--- src/rtl/clint_pkg.sv ---
// Shared definitions for the memory-mapped machine timer: access modes,
// register offsets, control bit positions and reset constants.
package clint_pkg;

    typedef enum logic [2:0] {
        MODE_B  = 3'b000,
        MODE_H  = 3'b001,
        MODE_W  = 3'b010,
        MODE_BU = 3'b100,
        MODE_HU = 3'b101
    } mem_acc_mode_e;

    localparam logic [4:0] OFF_MTIME_LO    = 5'h00;
    localparam logic [4:0] OFF_MTIME_HI    = 5'h04;
    localparam logic [4:0] OFF_MTIMECMP_LO = 5'h08;
    localparam logic [4:0] OFF_MTIMECMP_HI = 5'h0C;
    localparam logic [4:0] OFF_CTRL        = 5'h10;
    localparam logic [4:0] OFF_PRESCALE    = 5'h14;

    localparam int unsigned CTRL_EN_BIT     = 0;
    localparam int unsigned CTRL_IRQ_EN_BIT = 1;

    localparam logic [63:0] MTIMECMP_RST = '1;

endpackage

--- src/rtl/clint_prescaler.sv ---
// Prescale counter: emits a one-cycle tick every (prescale + 1) enabled cycles.
module clint_prescaler #(
    parameter int unsigned PRESC_W = 16
) (
    input  logic               clk,
    input  logic               rst,
    input  logic               en,
    input  logic [PRESC_W-1:0] prescale,
    output logic               tick
);

    logic [PRESC_W-1:0] pcnt;

    assign tick = en && (pcnt == prescale);

    always_ff @(posedge clk or posedge rst) begin
        if (rst) begin
            pcnt <= '0;
        end else if (en) begin
            pcnt <= tick ? '0 : pcnt + PRESC_W'(1);
        end
    end

endmodule

--- src/rtl/clint_timer.sv ---
// Memory-mapped machine timer: bus decode, byte-lane merge/extend,
// 64-bit mtime/mtimecmp registers and the registered compare interrupt.
module clint_timer
    import clint_pkg::*;
#(
    parameter logic [31:0] BASE_ADDR = 32'h0200_0000,
    parameter int unsigned PRESC_W   = 16
) (
    input  logic        clk,
    input  logic        rst,
    input  logic        rd_en,
    input  logic        wr_en,
    input  logic [31:0] addr,
    input  logic [2:0]  mem_acc_mode,
    input  logic [31:0] wdata,
    output logic [31:0] rdata,
    output logic        hit,
    output logic        err,
    output logic        timer_interrupt
);

    logic [63:0]        mtime;
    logic [63:0]        mtimecmp;
    logic               ctrl_en;
    logic               ctrl_irq_en;
    logic [PRESC_W-1:0] prescale;
    logic               tick;

    mem_acc_mode_e mode;
    logic          legal, size_b, size_h, size_w, misalign;
    logic          acc_ok, do_wr, do_rd;
    logic [2:0]    wsel;
    logic [3:0]    lane_mask;
    logic [31:0]   bit_mask, wlanes, cur_word, merged, rd_shift;
    logic          sext;

    assign mode = mem_acc_mode_e'(mem_acc_mode);
    assign wsel = addr[4:2];
    assign sext = ~mem_acc_mode[2];

    always_comb begin
        size_b = 1'b0;
        size_h = 1'b0;
        size_w = 1'b0;
        legal  = 1'b1;
        case (mode)
            MODE_B, MODE_BU: size_b = 1'b1;
            MODE_H, MODE_HU: size_h = 1'b1;
            MODE_W:          size_w = 1'b1;
            default:         legal  = 1'b0;
        endcase
    end

    assign misalign = (size_h & addr[0]) | (size_w & (|addr[1:0]));
    assign hit      = (addr[31:5] == BASE_ADDR[31:5]) && (rd_en || wr_en);
    assign err      = hit & (~legal | misalign);
    assign acc_ok   = hit & ~err;
    assign do_wr    = acc_ok & wr_en;
    assign do_rd    = acc_ok & rd_en & ~wr_en;

    always_comb begin
        case (wsel)
            OFF_MTIME_LO[4:2]:    cur_word = mtime[31:0];
            OFF_MTIME_HI[4:2]:    cur_word = mtime[63:32];
            OFF_MTIMECMP_LO[4:2]: cur_word = mtimecmp[31:0];
            OFF_MTIMECMP_HI[4:2]: cur_word = mtimecmp[63:32];
            OFF_CTRL[4:2]: begin
                cur_word                  = '0;
                cur_word[CTRL_EN_BIT]     = ctrl_en;
                cur_word[CTRL_IRQ_EN_BIT] = ctrl_irq_en;
            end
            OFF_PRESCALE[4:2]:    cur_word = 32'(prescale);
            default:              cur_word = '0;
        endcase
    end

    // Sub-word stores replicate the source lanes across the word and let the
    // byte mask pick the addressed lane(s), so one merge serves all sizes.
    always_comb begin
        if (size_w) begin
            lane_mask = 4'b1111;
            wlanes    = wdata;
        end else if (size_h) begin
            lane_mask = 4'b0011 << addr[1:0];
            wlanes    = {2{wdata[15:0]}};
        end else begin
            lane_mask = 4'b0001 << addr[1:0];
            wlanes    = {4{wdata[7:0]}};
        end
        for (int unsigned i = 0; i < 4; i++) begin
            bit_mask[8*i +: 8] = {8{lane_mask[i]}};
        end
    end

    assign merged   = (cur_word & ~bit_mask) | (wlanes & bit_mask);
    assign rd_shift = cur_word >> {addr[1:0], 3'b000};

    always_comb begin
        rdata = '0;
        if (do_rd) begin
            if (size_w)      rdata = rd_shift;
            else if (size_h) rdata = {{16{sext & rd_shift[15]}}, rd_shift[15:0]};
            else             rdata = {{24{sext & rd_shift[7]}}, rd_shift[7:0]};
        end
    end

    clint_prescaler #(.PRESC_W(PRESC_W)) u_prescaler (
        .clk      (clk),
        .rst      (rst),
        .en       (ctrl_en),
        .prescale (prescale),
        .tick     (tick)
    );

    always_ff @(posedge clk or posedge rst) begin
        if (rst) begin
            mtime           <= '0;
            mtimecmp        <= MTIMECMP_RST;
            ctrl_en         <= 1'b0;
            ctrl_irq_en     <= 1'b0;
            prescale        <= '0;
            timer_interrupt <= 1'b0;
        end else begin
            timer_interrupt <= ctrl_irq_en && (mtime >= mtimecmp);
            // A software write to either mtime half overrides that cycle's tick.
            if (do_wr && wsel == OFF_MTIME_LO[4:2])      mtime[31:0]  <= merged;
            else if (do_wr && wsel == OFF_MTIME_HI[4:2]) mtime[63:32] <= merged;
            else if (tick)                               mtime        <= mtime + 64'd1;
            if (do_wr && wsel == OFF_MTIMECMP_LO[4:2]) mtimecmp[31:0]  <= merged;
            if (do_wr && wsel == OFF_MTIMECMP_HI[4:2]) mtimecmp[63:32] <= merged;
            if (do_wr && wsel == OFF_CTRL[4:2]) begin
                ctrl_en     <= merged[CTRL_EN_BIT];
                ctrl_irq_en <= merged[CTRL_IRQ_EN_BIT];
            end
            if (do_wr && wsel == OFF_PRESCALE[4:2]) prescale <= merged[PRESC_W-1:0];
        end
    end

endmodule

--- config.mk ---
export PLATFORM = sky130hd
export DESIGN_NAME = clint_timer
export DESIGN_NICKNAME = d
export VERILOG_FILES = /design/src/rtl/clint_pkg.sv /design/src/rtl/clint_prescaler.sv /design/src/rtl/clint_timer.sv
export SDC_FILE = /design/constraint.sdc
export NUM_CORES = 1
export LEC_CHECK = 0
export BUFFER_PORTS_ARGS = -buffer_cell sky130_fd_sc_hd__clkbuf_2
export CAP_MARGIN = 15
export CORE_MARGIN = 2
export CORE_UTILIZATION = 45
export DETAILED_ROUTE_END_ITERATION = 7
export GPL_TIMING_DRIVEN = 0
export SKIP_LAST_GASP = 1
export SYNTH_ARGS = -nofsm -noshare
export SYNTH_HDL_FRONTEND = slang
export SYNTH_SLANG_ARGS = --single-unit
--- constraint.sdc ---
create_clock -name clk -period 10.8 [get_ports clk]
set_clock_uncertainty 0.1 [all_clocks]
set_input_delay 0.54 -clock clk [delete_from_list [all_inputs] [get_ports clk]]
set_output_delay 0.54 -clock clk [all_outputs]
set_load 0.02 [all_outputs]
==> metrics.txt <==
status=finished with violations; failing checks=hold timing; cell at the slowest stage of the critical path=nor2b_1; final RePlAce weighted congestion=0.991; LEAKAGE=5.69 nW; commonest non-fill, non-tap cells in the layout=nand2_1 (179), o21ai_0 (141), a21oi_1 (125), nor2_1 (125), clkbuf_2 (106); fmax=230 MHz; WP data required=10.16 ns; largest net degree at the start of global routing=111; DRC=0; worst slew pin tran=1.28 ns; Slew HR=12.1%; sequential fraction of the synthesis area=33.3%; initial drt markers=1,848; first-pass GRT wire length=77.6 mm; Seq cells post-synth=163; n_diodes=0; Peak VDD IR=0.104 mV; GRT Resource Usage Total=36.4%; Num CTS Buffers=17; Top Layer Used=met4; Die Width=171 microns; Initial Util=45.4%; Overflow after GRT=0; RSZ-0062 raised after global routing=false; root buffer cell=clkbuf_16; Post-CTS Setup Bufs=0; Cell Pwr Density=98.4 nW/um^2; H-tree level count=4; met2 wire len=22.7 mm; Worst Setup Start Kind=input port; initial antenna violation count=0; worst setup margin=6.46 ns; endpoints failing setup=0; worst path bufs/invs=5; layout cells sized above 1=16.9%; number of distinct library cells after synthesis=78; met3 WL=5.59 mm; HPWL Detailed=40.2 mm; clock-pin slew on the worst setup and hold paths=0.07 ns; EDFF count, synth=0; commonest non-fill, non-tap cell in the layout=nand2_1; hold_buf cts=0; router iterations before antenna repair=6; clk_lat worst skew=0.46 ns; pre-CTS setup slack=6.41 ns; maximum clock path buffer count=2; WL final=52.7 mm; CTS tree=done; # IOs=106; Tmin final=4.34 ns; max_cap viols=0; syn_area_per_cell=8.26 sq um; post-synthesis net count=1,651; CP max FO=10; final hold vios=10; synthesized instance count=1,514; worst hold path class=in -> async; via count=13.2k; fin nets=1,780; overall power=0.00139 W; Worst setup EP type=output port; Worst Path Arrival=3.70 ns; period utilization=40.2%; top post-synthesis cells by area=dfrtp_1 (20%), dfstp_2 (13%), ha_1 (6.6%); Largest delay share family, worst path=compound AO/OA/AOI/OAI gates; critical path cell sequence=clkbuf_2 > buf_2 > nor2b_1 > a22oi_1 > o22a_1 > a221oi_1 > o21ai_1 > or2_1 > clkbuf_1 > buf_2 > nor2_1 > clkbuf_2; clock net sink count=163; Synth Cell Area=12,500 sq um; top cell type by total area after synthesis=dfrtp_1; async set-or-reset flop fraction in the synthesized netlist=100%; area of the multi-input gates=7590 sq um; setup tns final=0 ns; crit-path max cell delay=0.61 ns; Synth warnings=0; die area=29,100 sq um; post-route ant nets=0; hold slack=-0.0161 ns; drt via density=6.51; # fillers=2,705; commonest register cell after synthesis=dfrtp_1; FF/Latch Area=4160 sq um; CTS resizes=0; # rows=61; mean routed wirelength per cell=25.9 microns; M1 wire length=21.5 mm; vias in the first global route=12.3k; Die H=171 microns; Area growth syn-to-layout=13.0%; PortBufs=105; crit path kind=in -> out; Final Slew Violations=0; Yosys top cell area share=19.8%; core area=27,600 sq um
-- synth_stat cells, types with 16 or more instances --
cell and number:
a21o_1 22, a21oi_1 125, a22oi_1 26, and2_1 24, buf_1 16, clkbuf_1 67, dfrtp_1 99, dfstp_2 64
ha_1 66, inv_1 84, mux2_2 21, mux2i_1 30, mux4_2 18, nand2_1 179, nand3_1 52, nand4_1 37
nor2_1 125, nor4_1 21, o21ai_0 141, o22a_1 17, xnor2_1 16, xor2_1 17
-- cells by family after synthesis --
group	Yosys count	share of synthesized area [%]
flops	163	33.3
compound gates	465	23.3
xor+xnor	33	2.31
simple gates	531	20.8
buf+inv	186	6.01
fa+ha+maj	66	6.60
mux	70	7.75
-- final timing paths --
check,from,to,slack (ns),depth (start not counted)
max,addr[2],rdata[23],6.46,12
min,rst,mtime[37]$_DFFE_PP0P_,-0.02,2
max reg2reg,mtime[0]$_DFFE_PP0P_,mtime[54]$_DFFE_PP0P_,6.99,10
min reg2reg,mtimecmp[36]$_DFFE_PP1P_,mtimecmp[36]$_DFFE_PP1P_,0.39,2
max in group asynchronous,rst,mtime[27]$_DFFE_PP0P_,9.70,3
min in group clk,mtimecmp[36]$_DFFE_PP1P_,mtimecmp[36]$_DFFE_PP1P_,0.39,2
-- registers in the layout (all words and copies together), names as in the netlist --
signal and count:
ctrl_irq_en 1, mtime 64, mtimecmp 64, ctrl_en 1
prescale 16, timer_interrupt 1, u_prescaler.pcnt 16
-- per-layer routing --
layer	GRT usage, %	up-vias
li1	-	5796
met1	48.9	6398
met2	55.0	868
met3	7.19	173
met4	20.3	0
met5	0	-
-- report_power, final --
group          internal [W]  switching [W]  total, W
sequential         0.000612    0.000000335  0.000612
combinational     0.0000433       0.000111  0.000154
clock              0.000349       0.000277  0.000625
total               0.00100       0.000388   0.00139
-- per-stage QoR --
stage	area [sq um]	std cells	util [%]
finish	14100	2034	51.3
global route	14100	2034	51.3
CTS	14100	2032	51.3
detailed placement	13500	2000	49.2
global placement	13500	1997	49.0
floorplan	12500	1514	-
-- layout make-up --
cell class | count | share of cell area (%)
buffer | 101 | 3.06
timing repair buffer | 110 | 4.07
inverter | 85 | 2.31
multi-input combinational | 1165 | 53.7
sequential | 163 | 29.4
clock buffer | 25 | 3.58
tap | 378 | 3.35
clock inverter | 7 | 0.496
(Power assumes the default switching activity.)
